===== src/rtl/conv_main_fsm.sv =====
// conv_main_fsm: layer sequencer for the RepVGG conv accelerator.
// Ports:
//   clk, rst        : clock, synchronous active-high reset
//   start           : START register, bit 0 launches one layer
//   in_addr, w3_addr, w1_addr, out_addr : byte base addresses
//   mapsize, ich, och : square map side, input and output channels
//   conv_finish     : one-cycle layer-complete pulse
//   busy            : high from launch through the conv_finish cycle
//   dma_req/op/addr/len, dma_done : DMA transfer handshake
//   pe_start/row/och, pe_done     : PE array row handshake
// Every output is a flop loaded from the next-state view, so each
// output already reflects the state the FSM is entering.
module conv_main_fsm #(
    parameter int OCH_TILE = 8
) (
    input  logic        clk,
    input  logic        rst,
    input  logic [31:0] start,
    input  logic [31:0] in_addr,
    input  logic [31:0] w3_addr,
    input  logic [31:0] w1_addr,
    input  logic [31:0] out_addr,
    input  logic [31:0] mapsize,
    input  logic [31:0] ich,
    input  logic [31:0] och,
    output logic        conv_finish,
    output logic        busy,
    output logic        dma_req,
    output logic [1:0]  dma_op,
    output logic [31:0] dma_addr,
    output logic [31:0] dma_len,
    input  logic        dma_done,
    output logic        pe_start,
    output logic [15:0] pe_row,
    output logic [7:0]  pe_och,
    input  logic        pe_done
);

    localparam int          TILE_SHIFT = $clog2(OCH_TILE);
    localparam logic [31:0] TILE       = 32'(OCH_TILE);

    typedef enum logic [3:0] {
        IDLE,
        SETUP,
        LD_W3,
        LD_W1,
        LD_IN,
        COMP,
        ST_OUT,
        NEXT,
        FIN
    } state_t;

    state_t state;
    state_t state_d;

    // latched configuration
    logic [31:0] in_base;
    logic [31:0] w3_base;
    logic [31:0] w1_base;
    logic [31:0] out_base;
    logic [31:0] ms;
    logic [31:0] ich_r;
    logic [31:0] och_r;
    logic [31:0] in_base_d;
    logic [31:0] w3_base_d;
    logic [31:0] w1_base_d;
    logic [31:0] out_base_d;
    logic [31:0] ms_d;
    logic [31:0] ich_r_d;
    logic [31:0] och_r_d;

    // derived values and walking pointers
    logic [31:0] row_in;
    logic [31:0] ntile;
    logic [31:0] w3_ptr;
    logic [31:0] w1_ptr;
    logic [31:0] in_ptr;
    logic [31:0] out_ptr;
    logic [31:0] tile;
    logic [31:0] row;
    logic [31:0] row_in_d;
    logic [31:0] ntile_d;
    logic [31:0] w3_ptr_d;
    logic [31:0] w1_ptr_d;
    logic [31:0] in_ptr_d;
    logic [31:0] out_ptr_d;
    logic [31:0] tile_d;
    logic [31:0] row_d;

    // next values of the registered outputs
    logic        conv_finish_d;
    logic        busy_d;
    logic        dma_req_d;
    logic [1:0]  dma_op_d;
    logic [31:0] dma_addr_d;
    logic [31:0] dma_len_d;
    logic        pe_start_d;
    logic [15:0] pe_row_d;
    logic [7:0]  pe_och_d;

    logic [32:0] och_round;
    logic [32:0] ntile_wide;
    logic [31:0] och_left;
    logic [31:0] tile_och;
    logic [31:0] och_left_n;
    logic [31:0] tile_och_n;
    logic [31:0] row_inc;
    logic [31:0] tile_inc;
    logic        unused_bits;

    // ceil(och / OCH_TILE) without losing the carry of the rounding add
    assign och_round  = {1'b0, och_r} + {1'b0, TILE - 32'd1};
    assign ntile_wide = och_round >> TILE_SHIFT;

    // channels in the tile currently being worked on
    assign och_left = och_r - (tile << TILE_SHIFT);
    assign tile_och = (och_left < TILE) ? och_left : TILE;

    assign row_inc  = row + 32'd1;
    assign tile_inc = tile + 32'd1;

    assign unused_bits = ^{start[31:1], ntile_wide[32]};

    always_ff @(posedge clk) begin
        if (rst) begin
            state       <= IDLE;
            in_base     <= '0;
            w3_base     <= '0;
            w1_base     <= '0;
            out_base    <= '0;
            ms          <= '0;
            ich_r       <= '0;
            och_r       <= '0;
            row_in      <= '0;
            ntile       <= '0;
            w3_ptr      <= '0;
            w1_ptr      <= '0;
            in_ptr      <= '0;
            out_ptr     <= '0;
            tile        <= '0;
            row         <= '0;
            conv_finish <= 1'b0;
            busy        <= 1'b0;
            dma_req     <= 1'b0;
            dma_op      <= 2'd0;
            dma_addr    <= '0;
            dma_len     <= '0;
            pe_start    <= 1'b0;
            pe_row      <= '0;
            pe_och      <= '0;
        end else begin
            state       <= state_d;
            in_base     <= in_base_d;
            w3_base     <= w3_base_d;
            w1_base     <= w1_base_d;
            out_base    <= out_base_d;
            ms          <= ms_d;
            ich_r       <= ich_r_d;
            och_r       <= och_r_d;
            row_in      <= row_in_d;
            ntile       <= ntile_d;
            w3_ptr      <= w3_ptr_d;
            w1_ptr      <= w1_ptr_d;
            in_ptr      <= in_ptr_d;
            out_ptr     <= out_ptr_d;
            tile        <= tile_d;
            row         <= row_d;
            conv_finish <= conv_finish_d;
            busy        <= busy_d;
            dma_req     <= dma_req_d;
            dma_op      <= dma_op_d;
            dma_addr    <= dma_addr_d;
            dma_len     <= dma_len_d;
            pe_start    <= pe_start_d;
            pe_row      <= pe_row_d;
            pe_och      <= pe_och_d;
        end
    end

    always_comb begin
        state_d    = state;
        in_base_d  = in_base;
        w3_base_d  = w3_base;
        w1_base_d  = w1_base;
        out_base_d = out_base;
        ms_d       = ms;
        ich_r_d    = ich_r;
        och_r_d    = och_r;
        row_in_d   = row_in;
        ntile_d    = ntile;
        w3_ptr_d   = w3_ptr;
        w1_ptr_d   = w1_ptr;
        in_ptr_d   = in_ptr;
        out_ptr_d  = out_ptr;
        tile_d     = tile;
        row_d      = row;

        unique case (state)
            IDLE: begin
                if (start[0]) begin
                    in_base_d  = in_addr;
                    w3_base_d  = w3_addr;
                    w1_base_d  = w1_addr;
                    out_base_d = out_addr;
                    ms_d       = mapsize;
                    ich_r_d    = ich;
                    och_r_d    = och;
                    state_d    = SETUP;
                end
            end
            SETUP: begin
                row_in_d  = ms * ich_r;
                ntile_d   = ntile_wide[31:0];
                w3_ptr_d  = w3_base;
                w1_ptr_d  = w1_base;
                in_ptr_d  = in_base;
                out_ptr_d = out_base;
                tile_d    = '0;
                row_d     = '0;
                if (ms == '0 || ich_r == '0 || och_r == '0) begin
                    state_d = FIN;
                end else begin
                    state_d = LD_W3;
                end
            end
            LD_W3: begin
                if (dma_done) state_d = LD_W1;
            end
            LD_W1: begin
                if (dma_done) state_d = LD_IN;
            end
            LD_IN: begin
                if (dma_done) state_d = COMP;
            end
            COMP: begin
                if (pe_done) state_d = ST_OUT;
            end
            ST_OUT: begin
                if (dma_done) state_d = NEXT;
            end
            NEXT: begin
                out_ptr_d = out_ptr + ms * tile_och;
                if (row_inc < ms) begin
                    row_d    = row_inc;
                    in_ptr_d = in_ptr + row_in;
                    state_d  = LD_IN;
                end else begin
                    row_d    = '0;
                    in_ptr_d = in_base;
                    w3_ptr_d = w3_ptr + 32'd9 * ich_r * TILE;
                    w1_ptr_d = w1_ptr + ich_r * TILE;
                    tile_d   = tile_inc;
                    state_d  = (tile_inc < ntile) ? LD_W3 : FIN;
                end
            end
            FIN: begin
                state_d = IDLE;
            end
            default: begin
                state_d = IDLE;
            end
        endcase

        // channel count of the tile being entered, for lengths and pe_och
        och_left_n = och_r - (tile_d << TILE_SHIFT);
        tile_och_n = (och_left_n < TILE) ? och_left_n : TILE;

        busy_d        = (state_d != IDLE);
        conv_finish_d = (state_d == FIN);
        dma_req_d     = 1'b0;
        dma_op_d      = dma_op;
        dma_addr_d    = dma_addr;
        dma_len_d     = dma_len;

        unique case (state_d)
            LD_W3: begin
                dma_req_d  = 1'b1;
                dma_op_d   = 2'd0;
                dma_addr_d = w3_ptr_d;
                dma_len_d  = 32'd9 * (ich_r * tile_och_n);
            end
            LD_W1: begin
                dma_req_d  = 1'b1;
                dma_op_d   = 2'd1;
                dma_addr_d = w1_ptr_d;
                dma_len_d  = ich_r * tile_och_n;
            end
            LD_IN: begin
                dma_req_d  = 1'b1;
                dma_op_d   = 2'd2;
                dma_addr_d = in_ptr_d;
                dma_len_d  = row_in_d;
            end
            ST_OUT: begin
                dma_req_d  = 1'b1;
                dma_op_d   = 2'd3;
                dma_addr_d = out_ptr_d;
                dma_len_d  = ms * tile_och_n;
            end
            default: begin
                dma_req_d = 1'b0;
            end
        endcase

        // pe_start only on the cycle COMP is first entered
        pe_start_d = (state_d == COMP) && (state != COMP);
        pe_row_d   = pe_start_d ? row_d[15:0] : pe_row;
        pe_och_d   = (state_d inside {LD_W3, LD_W1, LD_IN, COMP, ST_OUT, NEXT})
                   ? tile_och_n[7:0] : 8'd0;
    end

endmodule


===== config.mk =====
export PLATFORM = sky130hd
export DESIGN_NAME = conv_main_fsm
export DESIGN_NICKNAME = d
export VERILOG_FILES = /design/src/rtl/conv_main_fsm.sv
export SDC_FILE = /design/constraint.sdc
export NUM_CORES = 2
export LEC_CHECK = 0
export BUFFER_PORTS_ARGS = -buffer_cell sky130_fd_sc_hd__buf_2
export CAP_MARGIN = 5
export CORE_UTILIZATION = 59
export DETAILED_ROUTE_END_ITERATION = 8
export PLACE_DENSITY = 0.85
export SYNTH_ARGS = -nofsm -noshare
export SYNTH_HDL_FRONTEND = slang
export SYNTH_SLANG_ARGS = --single-unit

===== constraint.sdc =====
create_clock -name clk -period 16.85 [get_ports clk]
set_input_delay 1.685 -clock clk [delete_from_list [all_inputs] [get_ports clk]]
set_output_delay 1.685 -clock clk [all_outputs]
set_load 0.01 [all_outputs]

# Word-level counts from Yosys, hierarchy flattened
# Cells that the tools add are included.
classes:
  multipliers: 6
  shift: 0
  n_lt_le_gt_ge: 4
  n_addsub: 9
  n_div: 0
  bitwise_logic: 1
  eq_ne: 16
  reduce_logical: 15
  mux: 28
ops:
  columns: ["cell", "count"]
  rows:
  - ["one-hot mux 32 bit (2 select lines)", 6]
  - ["two-way mux 32 bit", 8]
  - ["one-hot mux 32 bit (4 select lines)", 2]
  - ["adder 32 bit", 4]
  - ["multiplier 32 x 32 -> 32 bit", 4]
  - ["logical NOT 32 bit", 3]
  - ["adder 32 x 1 -> 32 bit, second input constant", 2]
  - ["< comparator 32 x 4 -> 1 bit, second input constant", 2]
  - ["subtractor 32 bit", 2]
  - ["two-way mux 4 bit", 9]
  - ["adder 32 x 3 -> 33 bit, second input constant", 1]
  - ["== test 4 x 3 -> 1 bit, second input constant", 8]
  - ["< comparator 32 x 30 -> 1 bit", 1]
  - ["< comparator 32 bit", 1]
  - ["multiplier 4 x 32 -> 29 bit, first input constant", 1]
  - ["multiplier 4 x 32 -> 32 bit, first input constant", 1]
  - ["one-hot mux 4 bit (8 select lines)", 1]
  - ["== test 4 x 2 -> 1 bit, second input constant", 4]
  - ["one-hot mux 2 bit (4 select lines)", 1]
  - ["nonzero test 4 bit", 2]
  - ["nonzero test 6 bit", 1]
  - ["== test 4 x 1 -> 1 bit, second input constant", 1]
  - ["== test 4 bit, second input constant", 1]
  - ["logical NOT 4 bit", 1]
  - ["10 further kinds", 12]
word_totals:
  mem_bits_rw: 0
  out_inout_bits: 94
  n_memories: 0
  latch_bits: 0
  in_bits: 260
  rom_bits: 0
  register_bits: 576
  elab_cells: 106

# Longest topological paths before layout
depth:
  word_depth: 10
  depth_mapped: 78
  mapped_depth_nobuf: 71

# Least setup slack after synthesis
# No wires, ideal clock.
synth_timing:
  kind: "reg2reg"
  start: "register row[0]"
  end: "register dma_len[31]"
  period_less_slack_ns: 16.121
  t_required_ns: 16.747
  setup_slack_ns: 0.729
  n_path_buf: 6
  setup_ns: 0.103
  path_stages_with_launch: 76
  t_arrival_ns: 16.017
  path_cell_list: "dfxtp_1 -> ha_1 -> nand3_1 -> nor2_1 -> and3_1 -> and3_1 -> nor2b_1 -> nand3_1 -> nor2_1 -> xor2_1 -> ha_1 -> nand4_1 -> nor3_1 -> a221o_1 -> o21ai_2 -> nand3_1 -> clkbuf_1 -> clkbuf_1 -> (+40 left out) -> o21ai_0 -> o41ai_1 -> nor2b_1 -> o21a_1 -> nor3_1 -> nor2_1 -> ha_1 -> ha_1 -> and3_1 -> a211oi_1 -> o21bai_1 -> a21o_1 -> a21oi_1 -> o21ai_0 -> a21oi_1 -> xnor3_1 -> xnor3_1 -> a2111oi_2"
synth_between:
  elab_chain_len: 10
  word_cells_on_any_way: 18
  classes_between: "2 x add/sub; 3 x mul; 2 x order compare; 4 x eq/ne; 6 x mux; 1 x reduce/logical"
synth_lines:
  columns: ["element", "line_no", "rtl"]
  rows:
  - ["from (decl)", "81", "logic [31:0] row;"]
  - ["from (signal assigned)", "168", "row <= row_d;"]
  - ["adder 32 x 1 -> 32 bit *", "120", "assign row_inc = row + 32'd1;"]
  - ["< comparator 32 bit *", "244", "if (row_inc < ms) begin"]
  - ["two-way mux 32 bit *", "244", null]
  - ["one-hot mux 32 bit (2 select lines) *", "199", "unique case (state)"]
  - ["net tile_d[1]", "88", "logic [31:0] tile_d;"]
  - ["subtractor 32 bit *", "266", "och_left_n = och_r - (tile_d << TILE_SHIFT);"]
  - ["< comparator 32 x 4 -> 1 bit", "267", "tile_och_n = (och_left_n < TILE) ? och_left_n : TILE;"]
  - ["two-way mux 32 bit *", "267", null]
  - ["multiplier 32 x 32 -> 32 bit", "281, 287", null]
  - ["multiplier 4 x 32 -> 32 bit", "281", "dma_len_d = 32'd9 * (ich_r * tile_och_n);"]
  - ["one-hot mux 32 bit (4 select lines) *", "276", "unique case (state_d)"]
  - ["to (signal assigned)", "174", "dma_len <= dma_len_d;"]
  - ["to (decl)", "31", "output logic [31:0] dma_len,"]
# Mark *: on every way through the listed nets, which the timed path passes. The rest lies on a longest branch. The select of a mux whose other input is x is not followed.
# A chain may end at the register's enable or synchronous reset.

# Worst setup path after layout
layout_timing:
  start: "register row[0]"
  end: "register dma_len[30]"
layout_between:
  elab_chain_len: 10
  word_cells_on_any_way: 18
  classes_between: "2 x add/sub; 3 x mul; 2 x order compare; 4 x eq/ne; 6 x mux; 1 x reduce/logical"
layout_lines:
  columns: ["element", "line_no"]
  rows:
  - ["adder 32 x 1 -> 32 bit *", "120"]
  - ["< comparator 32 bit *", "244"]
  - ["two-way mux 32 bit", "244"]
  - ["one-hot mux 32 bit (2 select lines)", "199"]
  - ["subtractor 32 bit", "266"]
  - ["< comparator 32 x 4 -> 1 bit", "267"]
  - ["two-way mux 32 bit", "267"]
  - ["multiplier 32 x 32 -> 32 bit", "281, 287"]
  - ["multiplier 4 x 32 -> 32 bit", "281"]
  - ["one-hot mux 32 bit (4 select lines)", "276"]
# Mark *: on every way between the ends. The rest lies on a longest branch, timed or not. The select of a mux whose other input is x is not followed.

==> results.md <==
* Min Tclk post-route at between 15 and 20 ns
* Relative slew margins at 16.9%
* Post-synthesis compound-gate area fraction at between 10% and 20%
* # setup viols final at 0
* Worst Reg-to-Reg Cells at 63
* Largest net degree at the start of global routing at between 100 and 150
* Critical Path AT at between 15 and 20 ns
* First-pass GRT wire length at 458 mm
* Total CTS buffers at slightly below 60
* Max Slew Vio Count at 0
* Final hold violation count at 0
* Area Growth Syn to Fin at 12.3%
* Syn_area_per_cell at roughly 8.8 sq um
* Post-synthesis adder-cell area fraction at a little under half
* Overall routed net length at 297 mm
* Vias per cell at approximately 5.7
* Setup crit end kind: register
* Outcome: finished clean
* Period Utilization, post-route at between 90% and 100%
* ANT nets after route at 0
* Crit path largest cell delay at roughly 0.61 ns
* Synth cell types at 101
* Post-synthesis mux area share at 0.623%
* Drt initial violations at approximately 8000
* H-tree levels at 2
* Core Area at ~150000 sq um
* Worst-Margin Slew at about 1.2 ns
* Clk sinks at between 500 and 600
* Via count at a little under 80000
* DPL Wire Length at roughly 230 mm
* Fraction of layout cells with a size suffix above 1 at between 6 and 7%
* FILL cells at approximately 12000
* Simple-Gate Fraction of Synth Area at 13.9%
* Largest family of logic cells by synthesized area: adder cells
* Initial Util at ~59%
* Synth Register Bits at ~580
* XOR/XNOR Fraction of Synth Area at 4.47%
* Rows at around 140
* Die width at approximately 400 um
* Worst hold path class: reg2reg
* Port Buffer Count at ~320
* I/O pins at between 300 and 400
* Max_cap viols at 0
* Vias in the first global route at 83000
* Tot GR Track Use at a little under two fifths
* Clk Latency, worst-skew pair at 0.71 ns
* Hold path depth at 2
* F_max at roughly 61 MHz
* Crit start category: register
* GP Congestion at approximately 1.0
* Slowest CP cell: o21ai_0
* Die height at around 400 um
* Post-synth top flop: dfxtp_1
* Post-Syn Instances at between 10000 and 15000
* CTS clock-pin slew for the worst setup and hold paths at around 0.07 ns
* CTS max path bufs at 3
* Die area at roughly 160000 sq um
* Core Util, Final at 66.7%
* Hold_buf cts at 0
* Post-synth EDFFs at 0
* Worst setup path class: reg2reg
* Nets at around 15000
* Initial antenna violation count at 35
* Gr ovfl total at 0
* Final clock skew at approximately 0.032 ns
* CTS tree: yes
* DR WL/cell at around 21 um
* First-pass iteration count of the detailed router at 9
* DRC Markers at 0
* Post-Syn Area at ~90000 sq um
* FFs w/ async S/R, synth at 0%
* Synth warnings at 0
* Critical path fanouts, max at 27
* CP required at 17.38 ns
* Sequential cell area fraction in the yosys report at about an eighth
* Root Buffer: clkbuf_16
==> flip-flops by register name (all words and copies together) (netlist names), 2 cells and up <==
signal / count
row_in: 32
ntile: 30
tile: 32
out_ptr: 32
ms: 32
w1_ptr: 32
ich_r: 32
pe_row: 16
och_r: 32
pe_och: 8
in_ptr: 32
row: 32
dma_addr: 32
w3_base: 32
dma_len: 32
dma_op: 2
state: 4
w1_base: 32
w3_ptr: 32
out_base: 32
in_base: 32
==> cell usage in the layout (no fill, tap or decap), types with 40 or more instances in the layout <==
| cell | count |
|---|---|
| and3_1 | 145 |
| a31oi_1 | 46 |
| conb_1 | 1138 |
| nand2b_1 | 69 |
| a21oi_1 | 590 |
| fa_1 | 1669 |
| dfxtp_1 | 572 |
| xor2_1 | 123 |
| ha_1 | 791 |
| nor2_1 | 602 |
| xnor2_1 | 337 |
| o21a_1 | 41 |
| inv_1 | 2105 |
| buf_2 | 321 |
| a221oi_1 | 59 |
| and2_1 | 143 |
| nand3_1 | 96 |
| mux2i_1 | 47 |
| nor2b_1 | 65 |
| nand2_1 | 1325 |
| clkbuf_16 | 59 |
| a211oi_1 | 93 |
| nor3_1 | 161 |
| nand4_1 | 40 |
| buf_4 | 260 |
| a21o_1 | 74 |
| a22oi_1 | 48 |
| o21ai_0 | 210 |
==> area by class of cell <==
| type | instances | area [sq um] | share of cell area [%] |
|---|---|---|---|
| Multi-Input combinational cell | 8449 | 74800 | 72.9 |
| Sequential cell | 576 | 11500 | 11.2 |
| Inverter | 2105 | 7900 | 7.70 |
| Timing Repair Buffer | 588 | 3670 | 3.57 |
| Tap cell | 2044 | 2560 | 2.49 |
| Clock buffer | 71 | 1560 | 1.52 |
| Clock inverter | 38 | 526 | 0.512 |
| Antenna cell | 17 | 42.5 | 0.0414 |
==> critical path: cells and delay by family (launching register included) <==
| family | cells | cell delay (ns) |
|---|---|---|
| AOI/OAI and AO/OA | 17 | 4.73 |
| adders and majority gates | 12 | 4.43 |
| and+or+nand+nor | 22 | 4.36 |
| buffers and inverters | 10 | 1.68 |
| xor gates and xnor gates | 2 | 0.67 |
| DFF | 1 | 0.38 |
==> layer usage <==
| metal | up-vias | wire length, um | GRT usage [%] |
|---|---|---|---|
| met2 | 4520 | 131000 | 59.2 |
| li1 | 34300 | - | - |
| met5 | - | 410 | 0.246 |
| met4 | 50 | 27000 | 27.4 |
| met1 | 38600 | 101000 | 44.9 |
| met3 | 1347 | 37200 | 12.1 |
==> through the flow <==
step	setup TNS [ns]	setup WS (ns)	instances	hold slack [ns]	area (sq um)
2_1_floorplan	0	0.729	11600	0.436	95700
3_3_place_gp	0	0.158	13800	0.444	100000
3_5_place_dp	-0.137	-0.137	13800	0.447	100000
4_1_cts	0	0.0142	13900	0.455	102000
5_1_grt	-0.0866	-0.0866	13900	0.475	103000
6_report	0	0.392	13900	0.458	103000
==> cells by family after synthesis <==
kind of cell               count (synthesis)
other                                      2
adders and majority gates               2464
and+or+nand+nor                         2837
AOI/OAI and AO/OA                       1490
DFF                                      576
muxes                                     56
buffers and inverters                   2561
xor gates and xnor gates                 463
==> cells in the mapped netlist (all sizes together) (70+ instances only) <==
cell | count | share of area [%]
xor2 | 123 | 1.2
fa | 1669 | 37
nand2 | 1328 | 5.5
xnor2 | 338 | 3.2
clkbuf | 411 | 1.7
nor2 | 611 | 2.5
and3 | 149 | 1.0
dfxtp | 576 | 13
and2 | 148 | 1.0
nor3 | 164 | 0.90
ha | 792 | 11
nand2b | 70 | 0.48
a21oi | 595 | 3.3
inv | 2105 | 8.6
a211oi | 96 | 0.81
a21o | 74 | 0.61
o21ai | 221 | 1.2
nand3 | 100 | 0.55
==> path summary, 6_finish.rpt <==
check	end	start	slack (ns)
max reg2reg	dma_len[30]	row[0]	0.39
max	dma_len[30]	row[0]	0.39
min	out_base[0]	out_base[0]	0.46
min reg2reg	out_base[0]	out_base[0]	0.46
==> repair_timing <==
action                                  CTS  global route
endpoints found under the setup margin    1             8
pin swaps                                 0            19
buffers inserted                          0            12
gates cloned                              0             1
endpoints found under the hold margin     0             0
gates resized for setup                   3            52
Power is left out: the tool's default activity adds up to more than one toggle a clock period on the data nets, which glitch-free logic cannot reach.
